--- src/rtl/aes_pkg.sv ---
// AES-128 key schedule shared definitions: widths, round count, Rcon table, FSM states.
// No logic of its own; latency and backpressure are properties of the users.
// Imported by aes_key_expand; the S-box lives in aes_sbox so the cipher core can share it.
package aes_pkg;

  localparam int KEY_L  = 128;  // cipher key width (AES-128 only)
  localparam int DATA_W = 128;  // round key / state width
  localparam int NR     = 10;   // number of rounds for AES-128

  typedef enum logic [1:0] {
    IDLE   = 2'd0,
    EXPAND = 2'd1,
    DONE   = 2'd2
  } ks_state_t;

  // Round constant for round n (1..10); unused indices return 0.
  function automatic logic [7:0] rcon(input logic [3:0] n);
    logic [7:0] r;
    case (n)
      4'd1:    r = 8'h01;
      4'd2:    r = 8'h02;
      4'd3:    r = 8'h04;
      4'd4:    r = 8'h08;
      4'd5:    r = 8'h10;
      4'd6:    r = 8'h20;
      4'd7:    r = 8'h40;
      4'd8:    r = 8'h80;
      4'd9:    r = 8'h1b;
      4'd10:   r = 8'h36;
      default: r = 8'h00;
    endcase
    return r;
  endfunction

endpackage

--- src/rtl/aes_sbox.sv ---
// AES forward S-box: multiplicative inverse in GF(2^8) followed by the affine map.
// Latency: purely combinational, zero cycles.
// Backpressure: none; output follows input.
// Ports: byte_val - byte to substitute; sub_val - S-box image of byte_val.
module aes_sbox (
  input  logic [7:0] byte_val,
  output logic [7:0] sub_val
);

  function automatic logic [7:0] xtime(input logic [7:0] a);
    return {a[6:0], 1'b0} ^ (a[7] ? 8'h1b : 8'h00);
  endfunction

  function automatic logic [7:0] gf_mul(input logic [7:0] a, input logic [7:0] b);
    logic [7:0] p;
    logic [7:0] aa;
    p  = 8'h00;
    aa = a;
    for (int i = 0; i < 8; i++) begin
      if (b[i]) p = p ^ aa;
      aa = xtime(aa);
    end
    return p;
  endfunction

  logic [7:0] inv;
  logic [7:0] sq;

  // Inverse as x^254 = x^2 * x^4 * ... * x^128; maps 0 to 0 as AES requires.
  always_comb begin
    inv = 8'h01;
    sq  = byte_val;
    for (int k = 1; k < 8; k++) begin
      sq  = gf_mul(sq, sq);
      inv = gf_mul(inv, sq);
    end
  end

  // Affine transform: b ^ rotl1 ^ rotl2 ^ rotl3 ^ rotl4 ^ 0x63.
  assign sub_val = inv
                 ^ {inv[6:0], inv[7]}
                 ^ {inv[5:0], inv[7:6]}
                 ^ {inv[4:0], inv[7:5]}
                 ^ {inv[3:0], inv[7:4]}
                 ^ 8'h63;

endmodule

--- src/rtl/aes_key_expand.sv ---
// AES-128 key expansion: accepts a cipher key and iteratively builds all 11 round keys.
// Latency: one round key per cycle, keys_valid high in the cycle after the 10th edge; reads 1 cycle.
// Backpressure: key_ready low while expanding; key_valid is ignored until IDLE/DONE.
// Ports: clk, reset_n (async, active-low); key_valid/cipher_key/key_ready key intake;
//        keys_valid schedule complete; round_idx selects round_key (registered, 0 for 11..15).
module aes_key_expand #(
  parameter int KEY_L  = aes_pkg::KEY_L,   // only 128 is supported
  parameter int DATA_W = aes_pkg::DATA_W
) (
  input  logic              clk,
  input  logic              reset_n,
  input  logic              key_valid,
  input  logic [KEY_L-1:0]  cipher_key,
  output logic              key_ready,
  output logic              keys_valid,
  input  logic [3:0]        round_idx,
  output logic [DATA_W-1:0] round_key
);

  import aes_pkg::*;

  localparam logic [3:0] LAST_RND = 4'(NR);

  ks_state_t         state;
  ks_state_t         state_nxt;
  logic              accept;
  logic [3:0]        cnt;          // index of the round key produced on this edge

  logic [DATA_W-1:0] rk [0:NR];    // round-key storage, intentionally not reset
  logic [DATA_W-1:0] cur_key;      // rk[cnt-1], kept locally to avoid a read mux
  logic [DATA_W-1:0] nxt_key;

  logic [31:0]       w0, w1, w2, w3;
  logic [31:0]       rot_w;
  logic [31:0]       sub_w;
  logic [31:0]       temp;
  logic [31:0]       n0, n1, n2, n3;

  // ---------------------------------------------------------------- FSM
  always_ff @(posedge clk or negedge reset_n) begin
    if (!reset_n) state <= IDLE;
    else          state <= state_nxt;
  end

  always_comb begin
    state_nxt = state;
    key_ready = 1'b1;
    accept    = 1'b0;
    case (state)
      IDLE, DONE: begin
        if (key_valid) begin
          accept    = 1'b1;
          state_nxt = EXPAND;
        end
      end
      EXPAND: begin
        key_ready = 1'b0;
        if (cnt == LAST_RND) state_nxt = DONE;
      end
      default: state_nxt = IDLE;
    endcase
  end

  // Leaving DONE on a re-key drops this on the accepting edge.
  assign keys_valid = (state == DONE);

  always_ff @(posedge clk or negedge reset_n) begin
    if (!reset_n)               cnt <= 4'd0;
    else if (accept)            cnt <= 4'd1;
    else if (state == EXPAND)   cnt <= cnt + 4'd1;
  end

  // ---------------------------------------------------------- next round key
  assign w0 = cur_key[127:96];
  assign w1 = cur_key[95:64];
  assign w2 = cur_key[63:32];
  assign w3 = cur_key[31:0];

  assign rot_w = {w3[23:0], w3[31:24]};

  for (genvar g = 0; g < 4; g++) begin : g_subword
    aes_sbox u_sbox (
      .byte_val (rot_w[8*g +: 8]),
      .sub_val  (sub_w[8*g +: 8])
    );
  end

  assign temp    = sub_w ^ {rcon(cnt), 24'h000000};
  assign n0      = w0 ^ temp;
  assign n1      = w1 ^ n0;
  assign n2      = w2 ^ n1;
  assign n3      = w3 ^ n2;
  assign nxt_key = {n0, n1, n2, n3};

  // ----------------------------------------------------------------- storage
  always_ff @(posedge clk) begin
    if (accept) begin
      rk[0]   <= cipher_key;
      cur_key <= cipher_key;
    end else if (state == EXPAND) begin
      rk[cnt] <= nxt_key;
      cur_key <= nxt_key;
    end
  end

  // Read port runs every cycle regardless of FSM state; reads same-edge writes as old data.
  always_ff @(posedge clk or negedge reset_n) begin
    if (!reset_n)                  round_key <= '0;
    else if (round_idx <= LAST_RND) round_key <= rk[round_idx];
    else                           round_key <= '0;
  end

endmodule

--- config.mk ---
export PLATFORM = sky130hd
export DESIGN_NAME = aes_key_expand
export DESIGN_NICKNAME = d
export VERILOG_FILES = /design/src/rtl/aes_pkg.sv /design/src/rtl/aes_sbox.sv /design/src/rtl/aes_key_expand.sv
export SDC_FILE = /design/constraint.sdc
export NUM_CORES = 2
export LEC_CHECK = 0
export CORE_MARGIN = 1
export CORE_UTILIZATION = 60
export DETAILED_ROUTE_END_ITERATION = 16
export HOLD_SLACK_MARGIN = 0.1
export PLACE_DENSITY = 0.79
export SLEW_MARGIN = 20
export SYNTH_ARGS = -nofsm -noshare
export SYNTH_HDL_FRONTEND = slang
export SYNTH_SLANG_ARGS = --single-unit
--- constraint.sdc ---
create_clock -name clk -period 18.7 [get_ports clk]
set_input_delay 2.805 -clock clk [delete_from_list [all_inputs] [get_ports clk]]
set_output_delay 2.805 -clock clk [all_outputs]
set_load 0.005 [all_outputs]
==> flow_metrics.tcl <==
set metrics [dict create \
    hold_viol 0 \
    fp.dieH_um 460.0 \
    whs_ns 0.5619 \
    htreeDepth 4 \
    synth_edf_count 1536 \
    clock_latency_ns 0.80 \
    core_area_mm2 0.2077 \
    slowest_stage "xnor2_1" \
    viasPerCell 6.563 \
    setup-violations-final 0 \
    initial_core_util 0.6059 \
    layout_common_cells "1536 x edfxtp_1, 1436 x xnor2_1, 1361 x nor2_1" \
    synth-seq-cells 1670 \
    syn_nets 11671 \
    dr.pass1.iters 7 \
    nNetsFinal 11765 \
    first_global_vias 90923 \
    clk_path_buf_depth 3 \
    postSynthCellCount 11511 \
    grt_util_all_layers 0.3497 \
    startpoint_type "flip-flop" \
    arrival_ns 18.48 \
    cts_tree "yes" \
    max_freq_mhz 55.47 \
    drt_iter0_drc 12767 \
    overflow 0 \
    numPortBuffers 264 \
    post-route-period-util 0.9641 \
    grt_max_degree 185 \
    min_period_ns 18.03 \
    drv_slew 0 \
    dpl-instance-area_mm2 0.1324 \
    avgSynthCellArea_um2 10.93 \
    regArea_mm2 0.04948 \
    final_core_utilization 0.6637 \
    relSlewSlack 0.1850 \
    cts-buffers-inserted 158 \
    layout_commonest_cell "edfxtp_1" \
    dpl.hpwl_um 249200 \
    drc_errors 0 \
    n_fill_cell 15055 \
    grt_pass1_wl_um 564900 \
    slowest_delay_ns 0.82 \
    finalClockSkew_ns 0.04834 \
    status "completed" \
    fp.dieW_um 460.0 \
    clkSlewWorstSetupHoldPaths_ns 0.06 \
    cap_violations 0 \
    drive_gt1_frac 0.1262 \
    syn-cell-area_mm2 0.1258 \
    drt_wl_total_um 378500 \
    ys_types 127 \
    antenna_found_initial 36 \
    cts_sinks 1670 \
    io_pins 265 \
    gp_congestion 0.9978 \
    path_max_fanout 19 \
    end_kind "flip-flop" \
    synthArstFlopShare 0.08024 \
    die_area_mm2 0.2116 \
    crit_type "reg -> reg" \
    std_cell_rows 167 \
    post_drt_wl_per_cell_um 26.02 \
    ctsRootBufferMaster "clkbuf_16" \
    postRouteAntennaNets 0 \
    multiInputGateArea_mm2 0.07332 \
    ys.flop_type "edfxtp_1" \
    vias 95485 \
    synth_warnings 0 \
    hold_path.class "reg -> reg" \
    final_area_mm2 0.1378 \
    cp.required_ns 19.15 \
    area_delta_synth_final_pct 9.546 \
    worst_pin_slew_ns 1.223 \
    crit_buf_inv 6 \
    cpMostUsedCell "xnor3_1" \
    seq_area_frac_synth 0.3932 \
    crit_family "XOR/XNOR gates" \
]
-- synthesized netlist by cell type, types with 134 or more instances --
cell type	number	share of area
edfxtp_1	1536	0.37
xnor2_1	1478	0.10
nor2_1	1373	0.041
nand2_1	1117	0.033
a21oi_1	601	0.024
mux2i_1	481	0.038
clkbuf_1	456	0.014
xor2_1	450	0.031
xnor3_1	398	0.071
o21ai_0	384	0.015
mux4_2	259	0.046
o22ai_1	254	0.013
nor3_1	209	0.0083
nand3_1	172	0.0068
buf_2	150	0.0060
o21ai_1	137	0.0054
dfrtp_1	134	0.027
-- metal layers --
layer,part of all wire,vias to the layer above,global-route usage
met5,0.00024,-,0
met3,0.10,979,0.05442
met4,0.061,14,0.1853
met1,0.37,46567,0.4605
met2,0.47,6178,0.5591
li1,-,41747,-
-- logic make-up (layout without fill, tap and decap cells) --
kind of cell | count (synthesis) | count (layout) | synth area share
flip-flops | 1670 | 1670 | 0.3932
AND/OR/NAND/NOR | 3321 | 3321 | 0.1133
buffers and inverters | 861 | 1088 | 0.02978
adder cells (fa/ha/maj) | 28 | 28 | 0.002724
multiplexers | 803 | 803 | 0.09027
other | 0 | 23 | 0
AO/OA/AOI/OAI | 2163 | 2163 | 0.1101
XOR/XNOR | 2665 | 2665 | 0.2606
-- what timing repair did --
action / CTS / global route
setup endpoints to repair: 0 / 858
gates resized for setup: 0 / 46
hold buffers: 0 / 0
buffers inserted: 0 / 4
-- final timing paths --
kind | start | end | slack (ns) | depth (start not counted)
worst min register to register | rk[10][20] | round_key[20] | 0.56 | 2
min in group asynchronous | reset_n | round_key[126] | 2.13 | 1
worst max-delay path | cur_key[16] | cur_key[25] | 0.67 | 53
worst max register to register | cur_key[16] | cur_key[25] | 0.67 | 53
max in group asynchronous | reset_n | round_key[87] | 15.10 | 2
worst min-delay path | rk[10][20] | round_key[20] | 0.56 | 2
-- state kept, by name, summed over array words and instances, names as in the netlist --
signal,flops
cnt,4
cur_key,128
rk,1408
round_key,128
state,2
-- area by class of cell --
cell class | count | area share
clock buffers | 221 | 0.03143
well taps | 2788 | 0.02531
flip-flops and latches | 1670 | 0.3589
inverters | 98 | 0.002723
repair buffers | 697 | 0.04335
clock inverters | 72 | 0.005927
diodes | 23 | 0.0004175
multi-input cells | 8980 | 0.5319
-- tightest hold or removal path, delay by kind of cell (launching register included) --
kind	cells	cell delay [ns]
AO/OA/AOI/OAI	2	0.19
flip-flops	1	0.32
-- through the flow --
| stage | TNS, ns | std cells | setup slack, ns |
|---|---|---|---|
| 2_1_floorplan | 0 | 11511 | 3.584 |
| 3_3_place_gp | 0 | 14229 | 0.8531 |
| 3_5_place_dp | 0 | 14229 | 0.4976 |
| 4_1_cts | 0 | 14522 | 0.3784 |
| 5_1_grt | -2.839 | 14544 | -0.1283 |
| 6_report | 0 | 14549 | 0.6709 |
Power is not shown: default switching activity piles up to over one toggle a cycle in this logic, so the estimate is an artifact.
